===== src/rtl/regfile_wb_arbiter_pkg.sv =====
// Shared core package for the writeback arbiter slice.
// Provides the register-file geometry constants (address width, data width,
// register count), the starvation counter width, the grant encoding used
// between the grant controller and the top level, and a small helper that
// says whether a destination register is architecturally writable.
package regfile_wb_arbiter_pkg;

  localparam int REG_ADDR_W = 5;
  localparam int DATA_W     = 32;
  localparam int REG_CNT    = 32;
  localparam int STARVE_W   = 3;

  typedef enum logic [1:0] {
    GNT_NONE = 2'd0,
    GNT_REQ0 = 2'd1,
    GNT_REQ1 = 2'd2
  } grant_e;

  // x0 is hardwired to zero: writes to it are accepted but discarded.
  function automatic logic rd_writable(input logic [REG_ADDR_W-1:0] rd);
    return rd != '0;
  endfunction

endpackage


===== src/rtl/regfile_wb_arbiter_if.sv =====
// Writeback request bus: two valid/ready requesters (req0 = single-cycle ALU,
// req1 = long-latency LSU/MDU), each carrying a destination register and data.
//   master : requester side, drives valid/rd/data, receives ready
//   slave  : arbiter side, receives valid/rd/data, drives ready
interface regfile_wb_arbiter_if;
  import regfile_wb_arbiter_pkg::*;

  logic                  req0_valid;
  logic                  req0_ready;
  logic [REG_ADDR_W-1:0] req0_rd;
  logic [DATA_W-1:0]     req0_data;
  logic                  req1_valid;
  logic                  req1_ready;
  logic [REG_ADDR_W-1:0] req1_rd;
  logic [DATA_W-1:0]     req1_data;

  modport master (
    output req0_valid, req0_rd, req0_data,
    output req1_valid, req1_rd, req1_data,
    input  req0_ready, req1_ready
  );

  modport slave (
    input  req0_valid, req0_rd, req0_data,
    input  req1_valid, req1_rd, req1_data,
    output req0_ready, req1_ready
  );

endinterface


===== src/rtl/regfile_wb_arbiter_grant_ctrl.sv =====
// wb_grant_ctrl: fixed-priority grant (req0 first) with starvation relief for
// req1. After STARVE_LIMIT consecutive cycles in which req1 was valid but lost,
// req1 wins the next contended cycle.
// Ports: clk, rst (sync, active-high), req0_valid, req1_valid (in);
//        req0_ready, req1_ready (combinational, mutually exclusive), grant (out).
module wb_grant_ctrl
  import regfile_wb_arbiter_pkg::*;
#(
  parameter int STARVE_LIMIT = 3
) (
  input  logic   clk,
  input  logic   rst,
  input  logic   req0_valid,
  input  logic   req1_valid,
  output logic   req0_ready,
  output logic   req1_ready,
  output grant_e grant
);

  localparam logic [STARVE_W-1:0] LIMIT = STARVE_W'(STARVE_LIMIT);

  logic [STARVE_W-1:0] starve_cnt;

  // Requests are ignored outright while reset is asserted.
  always_comb begin
    grant = GNT_NONE;
    if (!rst) begin
      if (req0_valid && req1_valid) begin
        grant = (starve_cnt == LIMIT) ? GNT_REQ1 : GNT_REQ0;
      end else if (req0_valid) begin
        grant = GNT_REQ0;
      end else if (req1_valid) begin
        grant = GNT_REQ1;
      end
    end
  end

  assign req0_ready = (grant == GNT_REQ0);
  assign req1_ready = (grant == GNT_REQ1);

  // Counts consecutive lost cycles of req1; saturates at the limit.
  always_ff @(posedge clk) begin
    if (rst) begin
      starve_cnt <= '0;
    end else if (req1_valid && (grant != GNT_REQ1)) begin
      if (starve_cnt != LIMIT) starve_cnt <= starve_cnt + STARVE_W'(1);
    end else begin
      starve_cnt <= '0;
    end
  end

endmodule


===== src/rtl/regfile_wb_arbiter.sv =====
// regfile_wb_arbiter: arbitrates two writeback requesters onto the single
// register-file write port and keeps the scoreboard (busy table) of registers
// with an outstanding writeback.
// Ports: clk, rst (sync, active-high);
//        wb (slave modport): req0/req1 valid/ready/rd/data;
//        issue_en, issue_rd: mark a destination pending;
//        rs1_addr/rs2_addr -> rs1_busy/rs2_busy: combinational hazard query;
//        rf_we, rf_rd, rf_wdata: registered regfile write drive (1-cycle latency).
module regfile_wb_arbiter
  import regfile_wb_arbiter_pkg::*;
#(
  parameter int STARVE_LIMIT = 3
) (
  input  logic                  clk,
  input  logic                  rst,
  regfile_wb_arbiter_if.slave   wb,
  input  logic                  issue_en,
  input  logic [REG_ADDR_W-1:0] issue_rd,
  input  logic [REG_ADDR_W-1:0] rs1_addr,
  input  logic [REG_ADDR_W-1:0] rs2_addr,
  output logic                  rs1_busy,
  output logic                  rs2_busy,
  output logic                  rf_we,
  output logic [REG_ADDR_W-1:0] rf_rd,
  output logic [DATA_W-1:0]     rf_wdata
);

  grant_e grant;

  wb_grant_ctrl #(
    .STARVE_LIMIT (STARVE_LIMIT)
  ) u_grant (
    .clk        (clk),
    .rst        (rst),
    .req0_valid (wb.req0_valid),
    .req1_valid (wb.req1_valid),
    .req0_ready (wb.req0_ready),
    .req1_ready (wb.req1_ready),
    .grant      (grant)
  );

  // Stage p0: select the winning request
  logic                  vld_p0;
  logic [REG_ADDR_W-1:0] rd_p0;
  logic [DATA_W-1:0]     data_p0;

  always_comb begin
    vld_p0  = 1'b0;
    rd_p0   = wb.req0_rd;
    data_p0 = wb.req0_data;
    if (grant == GNT_REQ0) begin
      vld_p0 = 1'b1;
    end else if (grant == GNT_REQ1) begin
      vld_p0  = 1'b1;
      rd_p0   = wb.req1_rd;
      data_p0 = wb.req1_data;
    end
  end

  // Stage p1: registered regfile write; rd/data only move on a real write
  logic                  vld_p1;
  logic [REG_ADDR_W-1:0] rd_p1;
  logic [DATA_W-1:0]     data_p1;

  always_ff @(posedge clk) begin
    if (rst) begin
      vld_p1  <= 1'b0;
      rd_p1   <= '0;
      data_p1 <= '0;
    end else begin
      vld_p1 <= vld_p0 && rd_writable(rd_p0);
      if (vld_p0 && rd_writable(rd_p0)) begin
        rd_p1   <= rd_p0;
        data_p1 <= data_p0;
      end
    end
  end

  assign rf_we    = vld_p1;
  assign rf_rd    = rd_p1;
  assign rf_wdata = data_p1;

  // Busy table: cleared by the write leaving stage p1, set by issue; set wins.
  logic [REG_CNT-1:0] busy_q;
  logic [REG_CNT-1:0] set_vec;
  logic [REG_CNT-1:0] clr_vec;
  logic [REG_CNT-1:0] busy_nxt;

  always_comb begin
    set_vec = '0;
    clr_vec = '0;
    if (issue_en && rd_writable(issue_rd)) set_vec[issue_rd] = 1'b1;
    if (vld_p1) clr_vec[rd_p1] = 1'b1;
    busy_nxt    = (busy_q & ~clr_vec) | set_vec;
    busy_nxt[0] = 1'b0;
  end

  always_ff @(posedge clk) begin
    if (rst) busy_q <= '0;
    else     busy_q <= busy_nxt;
  end

  assign rs1_busy = rd_writable(rs1_addr) && busy_q[rs1_addr];
  assign rs2_busy = rd_writable(rs2_addr) && busy_q[rs2_addr];

endmodule


===== src/flat_wrapper.sv =====
// flat-port wrapper written by rule: the top's interface ports become plain ports
module regfile_wb_arbiter_flat import regfile_wb_arbiter_pkg::*;
#(
  parameter int STARVE_LIMIT = 3
)
  (clk, rst, issue_en, issue_rd, rs1_addr, rs2_addr, rs1_busy, rs2_busy, rf_we, rf_rd, rf_wdata, wb_req0_valid, wb_req0_rd, wb_req0_data, wb_req1_valid, wb_req1_rd, wb_req1_data, wb_req0_ready, wb_req1_ready);
  regfile_wb_arbiter_if wb_i ();
  input  logic clk;
  input  logic rst;
  input  logic issue_en;
  input  logic [REG_ADDR_W-1:0] issue_rd;
  input  logic [REG_ADDR_W-1:0] rs1_addr;
  input  logic [REG_ADDR_W-1:0] rs2_addr;
  output logic rs1_busy;
  output logic rs2_busy;
  output logic rf_we;
  output logic [REG_ADDR_W-1:0] rf_rd;
  output logic [DATA_W-1:0] rf_wdata;
  input wire logic [$bits(wb_i.req0_valid)-1:0] wb_req0_valid;
  input wire logic [$bits(wb_i.req0_rd)-1:0] wb_req0_rd;
  input wire logic [$bits(wb_i.req0_data)-1:0] wb_req0_data;
  input wire logic [$bits(wb_i.req1_valid)-1:0] wb_req1_valid;
  input wire logic [$bits(wb_i.req1_rd)-1:0] wb_req1_rd;
  input wire logic [$bits(wb_i.req1_data)-1:0] wb_req1_data;
  output wire logic [$bits(wb_i.req0_ready)-1:0] wb_req0_ready;
  output wire logic [$bits(wb_i.req1_ready)-1:0] wb_req1_ready;
  assign wb_i.req0_valid = wb_req0_valid;
  assign wb_i.req0_rd = wb_req0_rd;
  assign wb_i.req0_data = wb_req0_data;
  assign wb_i.req1_valid = wb_req1_valid;
  assign wb_i.req1_rd = wb_req1_rd;
  assign wb_i.req1_data = wb_req1_data;
  assign wb_req0_ready = wb_i.req0_ready;
  assign wb_req1_ready = wb_i.req1_ready;
  regfile_wb_arbiter #(.STARVE_LIMIT(STARVE_LIMIT)) u_core (.clk(clk), .rst(rst), .wb(wb_i), .issue_en(issue_en), .issue_rd(issue_rd), .rs1_addr(rs1_addr), .rs2_addr(rs2_addr), .rs1_busy(rs1_busy), .rs2_busy(rs2_busy), .rf_we(rf_we), .rf_rd(rf_rd), .rf_wdata(rf_wdata));
endmodule

===== config.mk =====
export PLATFORM = sky130hd
export DESIGN_NAME = regfile_wb_arbiter_flat
export DESIGN_NICKNAME = d
export VERILOG_FILES = /design/src/rtl/regfile_wb_arbiter_pkg.sv /design/src/rtl/regfile_wb_arbiter_if.sv /design/src/rtl/regfile_wb_arbiter_grant_ctrl.sv /design/src/rtl/regfile_wb_arbiter.sv /design/src/flat_wrapper.sv
export SDC_FILE = /design/constraint.sdc
export NUM_CORES = 1
export LEC_CHECK = 0
export ABC_AREA = 1
export CORE_MARGIN = 2
export CORE_UTILIZATION = 43
export DETAILED_ROUTE_END_ITERATION = 10
export PLACE_DENSITY = 0.88
export SETUP_SLACK_MARGIN = 0.3
export SYNTH_ARGS = -nofsm -noshare
export SYNTH_HDL_FRONTEND = slang
export SYNTH_SLANG_ARGS = --single-unit

===== constraint.sdc =====
create_clock -name clk -period 2.69 [get_ports clk]
set_clock_uncertainty 0.2 [all_clocks]
set_input_delay 0.538 -clock clk [delete_from_list [all_inputs] [get_ports clk]]
set_output_delay 0.538 -clock clk [all_outputs]
set_load 0.005 [all_outputs]

==> impl_summary.log <==
INFO  metric post_synth_main_area_contributors = sky130_fd_sc_hd__dfxtp_1, sky130_fd_sc_hd__nand2_1, sky130_fd_sc_hd__nand3_1
INFO  metric place.gp.congestion = 0.995
INFO  metric post-synth-top-count-cell = sky130_fd_sc_hd__nand2_1
INFO  metric drt_drc_violations_left = 0
INFO  metric static-leakage-power = 3.19 nW
INFO  metric globalRouteOverflowTotal = 0
INFO  metric grt.total_usage = 27.2%
INFO  metric remaining_max_slew_budget_at_the_tightest_pin = 62.3%
INFO  metric r2r_start = u_core.u_grant.starve_cnt[1]$_SDFFE_PP0P_
INFO  metric synth-edff-count = 0
INFO  metric hpwl = 9960 µm
INFO  metric netlist_area = 0.00434 mm²
INFO  metric antenna_found_initial = 0
INFO  metric violated_checks = negative setup slack
INFO  metric syn_avg_cell_area = 5.96 µm²
INFO  metric worstPathRequired = 2720 ps
INFO  metric finalHoldViolCount = 0
INFO  metric max_cap_violations = 0
INFO  metric boundaryPins = 136
INFO  metric clock_tree.htree_level_count = 3
INFO  metric r2r.worst_path.cells = 16
INFO  metric wire_length_of_the_first_global_routing_pass = 24400 µm
INFO  metric count_of_yosys_warnings_during_synthesis = 0
INFO  metric totalWireLength = 16300 µm
INFO  metric final_layout_size_suffix_gt1_share = 21.4%
INFO  metric antennaDiodeCount = 0
INFO  metric timing_max_transition_violations_final = 0
INFO  metric hold_class = flop to flop
INFO  metric clock_tree.root_cell = sky130_fd_sc_hd__clkbuf_8
INFO  metric r2r_slack = -110 ps
INFO  metric drt_pre_antenna_iters = 5
INFO  metric worstSetupEndpointType = flop
INFO  metric worstMarginPinSlew = 562 ps
INFO  metric power_per_cell_area = 413 mW/mm²
INFO  metric post_syn_instances = 727
INFO  metric final_net_count = 1007
INFO  metric die_area = 0.0109 mm²
INFO  metric report.power.total = 2.92 mW
INFO  metric mean_number_of_vias_per_cell = 5.38
INFO  metric dp_worst_setup_slack = -382 ps
INFO  metric startpoint = u_core.u_grant.starve_cnt[1]$_SDFFE_PP0P_
INFO  metric synthesis.nets = 825
INFO  metric finalCriticalPeriod = 2800 ps
INFO  metric grt_pass1_vias = 5178
INFO  metric cts_num_sinks = 72
INFO  metric crit_path_start_kind = flop
INFO  metric critical_path_class = flop to flop
INFO  metric vias = 5628
INFO  metric fp.coreArea = 0.00977 mm²
INFO  metric clock_tree.buffer_depth = 2
INFO  metric postSynth.asyncResetShare = 0%
INFO  metric i_o_buffers = 135
INFO  metric num-fill-cells = 682
INFO  metric outcome = finished, violations left
INFO  metric rsz0062_at_grt = yes
INFO  metric clk_pin_slew_worst_paths = 80 ps
INFO  metric synth_ff_type = sky130_fd_sc_hd__dfxtp_1
INFO  metric synth_seq_cells = 72
INFO  metric tritoncts.num_buffers = 9
INFO  metric tritoncts = yes
INFO  metric vdd.ir_drop.worst = 334 µV
INFO  metric die_h = 104 µm
INFO  metric areaGrowthSynthToFinish = 62.9%
INFO  metric reg2reg_to = u_core.rf_wdata[11]$_SDFFE_PP0P_
INFO  metric cts_hold_buf = 0
INFO  metric insertion_delay = 350 ps
INFO  metric fmax = 357 MHz
INFO  metric yosys-top-cells-count = sky130_fd_sc_hd__nand2_1, sky130_fd_sc_hd__nand3_1, sky130_fd_sc_hd__inv_1, sky130_fd_sc_hd__a21oi_1, sky130_fd_sc_hd__dfxtp_1
INFO  metric seq_area_frac_synth = 33.2%
INFO  metric timing.final.setup_violations = 28
INFO  metric setup_ws = -110 ps
INFO  metric antenna_left = 0
INFO  metric critPathArrivalTime = 2830 ps
INFO  metric final_cell_count_no_fill = 1046
INFO  metric post-route-util = 72.3%
INFO  metric initialDrtViolationCount = 495
INFO  metric hold_start = u_core.busy_q[3]$_SDFF_PP0_
INFO  metric numPlacedInstances = 1001
INFO  metric crit_path_max_fanout = 11
INFO  metric floorplan.die.width = 104 µm
INFO  metric synth.top_cell.area_share = 33.2%
INFO  metric grt_max_degree = 49
INFO  metric detail_route.wl_per_cell = 15.6 µm
INFO  metric synthDominantAreaCellType = sky130_fd_sc_hd__dfxtp_1
INFO  metric initial_core_utilization = 44.4%
INFO  metric critical_path.endpoint = u_core.rf_wdata[11]$_SDFFE_PP0P_
INFO  metric ys_types = 24
INFO  metric site_row_count = 36
INFO  metric fin_crit_sh = 104%
==> layout make-up <==
class / instances / area (µm²) / area share (%)
clock buffer: 9 / 124 / 1.75
clock inverter: 6 / 61.3 / 0.868
inverter: 85 / 330 / 4.68
multi-input combinational: 530 / 2790 / 39.5
sequential: 72 / 1440 / 20.4
tap: 133 / 166 / 2.36
timing repair buffer: 211 / 2150 / 30.4
==> power breakdown <==
part           internal, mW  total, mW  switching (mW)  leakage, nW
combinational         0.465      0.889           0.423         2.50
clock                 0.420      0.839           0.419       0.0948
sequential             1.13       1.19          0.0598        0.590
==> critical path, stage by stage (launching register included) <==
cell and delay [ps]:
sky130_fd_sc_hd__dfxtp_2 360, sky130_fd_sc_hd__ha_4 140, sky130_fd_sc_hd__ha_4 140, sky130_fd_sc_hd__inv_4 40, sky130_fd_sc_hd__a211oi_2 270, sky130_fd_sc_hd__inv_1 130, sky130_fd_sc_hd__ha_4 200, sky130_fd_sc_hd__clkinv_4 60
sky130_fd_sc_hd__nand2_8 80, sky130_fd_sc_hd__nand2_2 100, sky130_fd_sc_hd__nand2_2 90, sky130_fd_sc_hd__nor2_4 120, sky130_fd_sc_hd__nand3_4 140, sky130_fd_sc_hd__buf_6 180, sky130_fd_sc_hd__buf_12 140, sky130_fd_sc_hd__a21oi_2 180
sky130_fd_sc_hd__nor2_1 90
==> kinds of logic after synthesis <==
kind of cell,share of synthesized area [%]
AOI/OAI and AO/OA,13.5
xor gates and xnor gates,0.202
adders and majority gates,1.15
buffers and inverters,11.9
DFF,33.2
and+or+nand+nor,40.0
==> per-stage QoR <==
stage          cell area (µm²)  hold WS [ps]  TNS, ps
4_1_cts                   6840           281        0
2_1_floorplan             4540           249        0
6_report                  7060           280     -684
3_3_place_gp              6230           255    -8900
5_1_grt                   7060           303    -5370
3_5_place_dp              6230           268   -10490
==> worst min path at each step <==
stage | to | slack, ps | cells after the start
after floorplan | u_core.u_grant.starve_cnt[1]$_SDFFE_PP0P_ | 250 | 2
after global placement | u_core.rf_wdata[11]$_SDFFE_PP0P_ | 260 | 2
after detailed placement | u_core.rf_wdata[0]$_SDFFE_PP0P_ | 270 | 2
after CTS | u_core.busy_q[20]$_SDFF_PP0_ | 280 | 2
after global routing | u_core.busy_q[20]$_SDFF_PP0_ | 300 | 2
final | u_core.busy_q[3]$_SDFF_PP0_ | 280 | 2
==> flip-flops by register name, indices dropped and copies added, names as in the netlist <==
| register | cells |
|---|---|
| u_core.u_grant.starve_cnt | 3 |
| u_core.rf_rd | 5 |
| u_core.busy_q | 31 |
| u_core.rf_wdata | 32 |
| u_core.rf_we | 1 |
==> cell usage in the layout (no fill, tap or decap), types with 4 or more instances in the layout <==
master,netlist,layout
sky130_fd_sc_hd__a21oi_1,73,37
sky130_fd_sc_hd__a21oi_2,0,34
sky130_fd_sc_hd__buf_12,0,10
sky130_fd_sc_hd__buf_4,0,49
sky130_fd_sc_hd__buf_6,5,13
sky130_fd_sc_hd__clkbuf_2,0,4
sky130_fd_sc_hd__clkbuf_8,0,9
sky130_fd_sc_hd__clkdlybuf4s50_1,0,121
sky130_fd_sc_hd__clkinv_2,1,4
sky130_fd_sc_hd__dfxtp_1,72,70
sky130_fd_sc_hd__dlygate4sd2_1,0,5
sky130_fd_sc_hd__inv_1,82,77
sky130_fd_sc_hd__nand2_1,229,219
sky130_fd_sc_hd__nand2_2,1,7
sky130_fd_sc_hd__nand3_1,115,95
sky130_fd_sc_hd__nand3_2,0,20
sky130_fd_sc_hd__nor2_1,50,40
sky130_fd_sc_hd__nor2_2,2,6
sky130_fd_sc_hd__nor2_4,0,6
sky130_fd_sc_hd__nor3_1,12,12
sky130_fd_sc_hd__o211ai_1,7,7
sky130_fd_sc_hd__o21ai_0,31,31
==> routing by layer <==
metal	global-route usage, %	routed length (µm)
met5	0	0
met4	10.4	510
met3	5.58	1520
met1	29.9	5920
met2	50.7	8400
==> repair_timing <==
action                                  in CTS  in global routing
endpoints found under the setup margin      42                 42
pin swaps                                   33                 25
gates resized for setup                     78                 47
buffers inserted                            19                  4
cloned                                       4                  3
Power figures use the tool's default switching activity.
